`config.mk`:
```
export PLATFORM = sky130hd
export DESIGN_NAME = risc8_uart_rx
export DESIGN_NICKNAME = d
export VERILOG_FILES = /design/src/rtl/risc8_uart_rx.sv
export SDC_FILE = /design/constraint.sdc
export NUM_CORES = 1
export LEC_CHECK = 0
export ABC_AREA = 1
export CAP_MARGIN = 0
export CORE_UTILIZATION = 44
export CTS_CLUSTER_DIAMETER = 100
export DETAILED_ROUTE_END_ITERATION = 8
export GPL_TIMING_DRIVEN = 0
export HOLD_SLACK_MARGIN = 0.05
export PLACE_DENSITY = 0.68
export SLEW_MARGIN = 15
export SYNTH_ARGS = -nofsm -noshare
export SYNTH_HDL_FRONTEND = slang
export SYNTH_SLANG_ARGS = --single-unit
```
`constraint.sdc`:
```
create_clock -name clk -period 3.7 [get_ports clk]
set_clock_uncertainty 0.1 [all_clocks]
set_input_delay 0.37 -clock clk [delete_from_list [all_inputs] [get_ports clk]]
set_output_delay 0.37 -clock clk [all_outputs]
set_load 0.02 [all_outputs]
```
`src/rtl/risc8_uart_rx.sv`:
```
// risc8_uart_rx: 8N1 serial receiver with oversampling, 3-sample majority vote,
// a one-byte holding register, and sticky framing/overrun flags.
module risc8_uart_rx #(
  parameter int OSR = 16
) (
  input  logic       clk,
  input  logic       reset,
  input  logic [7:0] baud_div,
  input  logic       rx_in,
  input  logic       rx_ack,
  input  logic       err_clr,
  output logic [7:0] rx_data,
  output logic       rx_valid,
  output logic       rx_strobe,
  output logic       frame_err,
  output logic       overrun,
  output logic       busy
);

  localparam int SW = $clog2(OSR);
  localparam logic [SW-1:0] SUB_LO  = SW'(OSR/2 - 1);
  localparam logic [SW-1:0] SUB_MID = SW'(OSR/2);
  localparam logic [SW-1:0] SUB_HI  = SW'(OSR/2 + 1);
  localparam logic [SW-1:0] SUB_END = SW'(OSR - 1);

  typedef enum logic [2:0] {IDLE, START, DATA, STOP, WAIT_IDLE} state_t;
  state_t state, state_nxt;

  logic          sync1, rxs, rxs_prev;
  logic [7:0]    pre;
  logic [SW-1:0] sub;
  logic [3:0]    bitcnt;
  logic          samp_a, samp_b;
  logic [7:0]    shreg;
  logic          shift_en, complete, ferr_set;

  // One prescaler tick marks one oversample slot; the bit is resolved mid-bit.
  logic tick, decide, wrap, start_edge, bit_val;
  assign tick       = (pre == 8'd0);
  assign decide     = tick && (sub == SUB_HI);
  assign wrap       = tick && (sub == SUB_END);
  assign start_edge = (state == IDLE) && rxs_prev && !rxs;
  assign bit_val    = (samp_a & samp_b) | (samp_a & rxs) | (samp_b & rxs);
  assign busy       = (state != IDLE);

  // Two-flop synchroniser plus edge history; preset high so reset never looks like a start bit.
  always_ff @(posedge clk or negedge reset) begin
    if (!reset) begin
      sync1    <= 1'b1;
      rxs      <= 1'b1;
      rxs_prev <= 1'b1;
    end else begin
      sync1    <= rx_in;
      rxs      <= sync1;
      rxs_prev <= rxs;
    end
  end

  // Prescaler, subsample counter, majority samples and shift register.
  // Clearing the prescaler to 0 makes the first tick land on the cycle after start detect.
  always_ff @(posedge clk or negedge reset) begin
    if (!reset) begin
      pre    <= '0;
      sub    <= '0;
      bitcnt <= '0;
      samp_a <= 1'b1;
      samp_b <= 1'b1;
      shreg  <= '0;
    end else begin
      if (start_edge) begin
        pre    <= '0;
        sub    <= '0;
        bitcnt <= '0;
      end else begin
        pre <= tick ? baud_div : pre - 8'd1;
        if (tick) sub <= sub + SW'(1);
        if (shift_en) bitcnt <= bitcnt + 4'd1;
      end
      if (tick && sub == SUB_LO)  samp_a <= rxs;
      if (tick && sub == SUB_MID) samp_b <= rxs;
      if (shift_en) shreg <= {bit_val, shreg[7:1]};
    end
  end

  // FSM state register.
  always_ff @(posedge clk or negedge reset) begin
    if (!reset) state <= IDLE;
    else        state <= state_nxt;
  end

  // FSM next state and datapath strobes.
  always_comb begin
    state_nxt = state;
    shift_en  = 1'b0;
    complete  = 1'b0;
    ferr_set  = 1'b0;
    case (state)
      IDLE:      if (start_edge) state_nxt = START;
      START: begin
        // A high start bit is a glitch; a real one lasts until the bit boundary.
        if (decide && bit_val) state_nxt = IDLE;
        else if (wrap)         state_nxt = DATA;
      end
      DATA: begin
        if (decide && bitcnt < 4'd8)  shift_en  = 1'b1;
        if (wrap && bitcnt == 4'd8)   state_nxt = STOP;
      end
      STOP: begin
        // Leaving at mid-bit leaves half a bit of slack for a back-to-back start edge.
        if (decide) begin
          if (bit_val) begin
            complete  = 1'b1;
            state_nxt = IDLE;
          end else begin
            ferr_set  = 1'b1;
            state_nxt = WAIT_IDLE;
          end
        end
      end
      WAIT_IDLE: if (rxs) state_nxt = IDLE;
      default:   state_nxt = IDLE;
    endcase
  end

  // Holding register and sticky flags; a set event beats err_clr in the same cycle.
  always_ff @(posedge clk or negedge reset) begin
    if (!reset) begin
      rx_data   <= '0;
      rx_valid  <= 1'b0;
      rx_strobe <= 1'b0;
      frame_err <= 1'b0;
      overrun   <= 1'b0;
    end else begin
      rx_strobe <= complete;
      if (err_clr) begin
        frame_err <= 1'b0;
        overrun   <= 1'b0;
      end
      if (ferr_set) frame_err <= 1'b1;
      if (complete && (!rx_valid || rx_ack)) begin
        rx_data  <= shreg;
        rx_valid <= 1'b1;
      end else begin
        if (complete) overrun  <= 1'b1;
        if (rx_ack)   rx_valid <= 1'b0;
      end
    end
  end

endmodule

```
==> results of run 1 <==
## area by class of cell
cell class                      instances  area [µm²]  area share, %
Timing Repair Buffer                   27         275           10.1
Multi-Input combinational cell        153         943           34.6
Clock buffer                            5        68.8           2.52
Clock inverter                          3        47.5           1.74
Buffer                                  5        43.8           1.61
Inverter                               41         156           5.74
Tap cell                               67        83.8           3.07
Sequential cell                        44        1110           40.6
## through the flow
| step | hold WS (ns) | worst slack [ns] | std cells |
|---|---|---|---|
| after global routing | 0.262 | 1.55 | 345 |
| after global placement | 0.247 | 0.928 | 335 |
| after detailed placement | 0.224 | 1.91 | 336 |
| final | 0.259 | 1.64 | 345 |
| after floorplan | -0.0256 | 2.07 | 243 |
| after CTS | 0.260 | 1.62 | 345 |
## worst max-delay path by stage
stage                   from          to  slack, ns
floorplan             sub[1]  rx_data[6]       2.07
global placement       reset  rx_data[0]       0.93
detailed placement       rxs  rx_data[0]       1.91
CTS                 state[2]        busy       1.62
global route        state[2]        busy       1.55
finish              state[2]        busy       1.64
## power by group
part	total [mW]	internal [mW]	switching (mW)
combinational	0.577	0.221	0.356
sequential	0.644	0.572	0.0718
clock	0.376	0.203	0.173
total	1.60	0.996	0.601
## synthesized netlist by cell type, drive strengths merged
cell and n:
a211oi 1, dfrtp 39, buf 5, ha 7
o21ai 34, a21oi 12, nand2 48, nor2 18
a31oi 3, nand4 4, dfstp 5, and3 1
inv 41, nor3 4, o32ai 1, nand3 16
a21o 1, xor2 3
## sequential cells by signal (all words and copies together), names as in the netlist
signal and cells:
rxs_prev 1, bitcnt 4, sub 4, samp_a 1, overrun 1, sync1 1
state 3, shreg 8, rx_valid 1, rxs 1, samp_b 1, rx_data 8
rx_strobe 1, pre 8, frame_err 1
## cell families (layout without fill, tap and decap cells)
family,after synthesis,after routing,share of synthesized area [%]
and+or+nand+nor,91,91,23.2
AOI/OAI and AO/OA,52,52,13.7
buffers and inverters,46,81,8.89
DFF,44,44,49.2
adders and majority gates,7,7,3.89
xor gates and xnor gates,3,3,1.17
## metal layers
layer	GRT usage, %	up-vias	share of wire [%]	wire (µm)
li1	-	848	-	-
met1	24.7	781	50	2080
met2	28.1	26	45	1880
met3	3.84	7	3.3	137
met4	5.98	0	1.2	50
met5	0	-	0	0
## repair_timing
item                                   in CTS  in global routing
endpoints found under the hold margin      11                  0
setup buffers                               0                  0
resized for setup                           0                  0
hold buffers                                1                  0
==> flow_summary.yaml, run 1 <==
pwr:
  power.density_nw_per_um2: 586
  peakVddDrop_uv: 286
  p_leak_nw: 1.27
  power_mw: 1.60
setup_path:
  slowest_stage: "clkdlybuf4s50_1"
  crit_path_start_kind: "flip-flop"
  ff2ff_path_depth: 8
  worstSetupPathDepth: 3
  r2r_end: "rx_data[6]"
  cp_top_family: "buffers and inverters"
  path_cells: "nor2_2 > nand2_1 > clkdlybuf4s50_1"
  end_kind: "primary output"
  cp_max_fo: 4
  worst-path-buf-inv: 1
  path_class: "reg2out"
  rr_startpoint: "rxs"
  crit_required_ns: 3.23
  critPathArrivalTime_ns: 1.59
  slowest_delay_ns: 0.55
  r2r_slack_ns: 1.93
final_layout:
  n_fill_cell: 455
  drive_above_1_share_pct: 19.4
  synthToLayoutAreaGrowth_pct: 21.1
  design_area_um2: 2730
  antenna_cells: 0
  final_common_cell: "nand2_1"
  layout.nets: 297
  utilization_pct: 56.6
  layout_common_cells: "41 x nand2_1, 39 x dfrtp_1, 37 x inv_1, 25 x o21ai_0, 24 x clkdlybuf4s50_1"
timing:
  fmax_mhz: 485
  slew_headroom_pct: 72.9
  slew_violations: 0
  min_period_ns: 2.06
  setup_viol: 0
  period_share_pct: 55.8
  grt_setup_unrepaired: "false"
  tightestPinTransition_ns: 0.407
  finalHoldViolations: 0
  setup_tns_ns: 0
clock_network:
  cts_made_buffers: 5
  cts.clk_slew.worst_paths_ns: 0.08
  cts_tree: "yes"
  clk-insertion-delay-late_ns: 0.30
  cts_sinks: 44
  cts_htree_levels: 2
  cts_root_buffer: "clkbuf_8"
  clk_path_buf_depth: 2
detailed_routing:
  drcViolationCount: 0
  routedWlPerCell_um: 12.0
  wl_um: 4150
  via_count: 1662
  viasPerCell: 4.82
  final_antenna_net_count: 0
  drt_iter0_markers: 89
  dr.pass1.iters: 4
yosys:
  syn_area_per_cell_um2: 9.26
  seq_area_frac_synth_pct: 49.2
  synth_top_area_share_pct: 43.4
  yosys_warnings: 0
  synth_cells: 243
  synth_area_leaders: "dfrtp_1 43%, nand2_1 6.8%, inv_1 6.2%"
  synth_cell_types: 34
  synth_top_cell_by_area: "dfrtp_1"
  syn_nets: 263
  synth_area_um2: 2250
  synth_seq_cells: 44
global_route:
  grt_pass1_vias: 1633
  grt_antenna_before_repair: 0
  grt_overflow: 0
  track_usage_pct: 17.9
  grt_pass1_wl_um: 7380
  grt_max_degree: 29
floorplan:
  die_x_um: 73.5
  core_area_um2: 4820
  die_height_um: 73.5
  start_util_pct: 46.7
  dieArea_um2: 5410
  io_pins: 26
  row_count: 25
flow_run:
  cap_violations: 0
place:
  io_buffers: 25
  placed_cell_area_um2: 2600
  gp_congestion: 0.802
  hpwl_um: 3060
status:
  status: "finished clean"
hold_path:
  hold_end: "rxs"
  whs_path_depth: 0
  hp-class: "reg2reg"
  hold_start: "sync1"
Note: power is estimated with default switching activity, not from simulation.
==> inputs of run 2 (changes only) <==
==> constraint.sdc (replaced) <==
create_clock -name clk -period 2 [get_ports clk]
set_clock_uncertainty 0.1 [all_clocks]
set_input_delay 0.2 -clock clk [delete_from_list [all_inputs] [get_ports clk]]
set_output_delay 0.2 -clock clk [all_outputs]
set_load 0.02 [all_outputs]
==> results of run 2 <==
The final DEF is identical to that of run 1. Status: finished clean.
Main changes from that run: setup slack after placement 1.91 ns -> 0.210 ns; setup slack after layout 1.64 ns -> 0.107 ns; hold slack 0.259 ns -> 0.217 ns; register-to-register setup slack 1.93 ns -> 0.23 ns; end point of the worst hold path rxs -> sync1; total power 1.60 mW -> 2.96 mW; worst IR drop on VDD 286 µV -> 529 µV
==> inputs of run 3 (changes only) <==
==> constraint.sdc (replaced) <==
create_clock -name clk -period 2.1 [get_ports clk]
set_clock_uncertainty 0.1 [all_clocks]
set_input_delay 0.21 -clock clk [delete_from_list [all_inputs] [get_ports clk]]
set_output_delay 0.21 -clock clk [all_outputs]
set_load 0.02 [all_outputs]
==> results of run 3 <==
The final DEF is identical to that of run 1. Status: finished clean.
Main changes from that run: setup slack after placement 1.91 ns -> 0.310 ns; setup slack after layout 1.64 ns -> 0.197 ns; hold slack 0.259 ns -> 0.227 ns; register-to-register setup slack 1.93 ns -> 0.33 ns; end point of the worst hold path rxs -> sync1; total power 1.60 mW -> 2.81 mW; worst IR drop on VDD 286 µV -> 504 µV
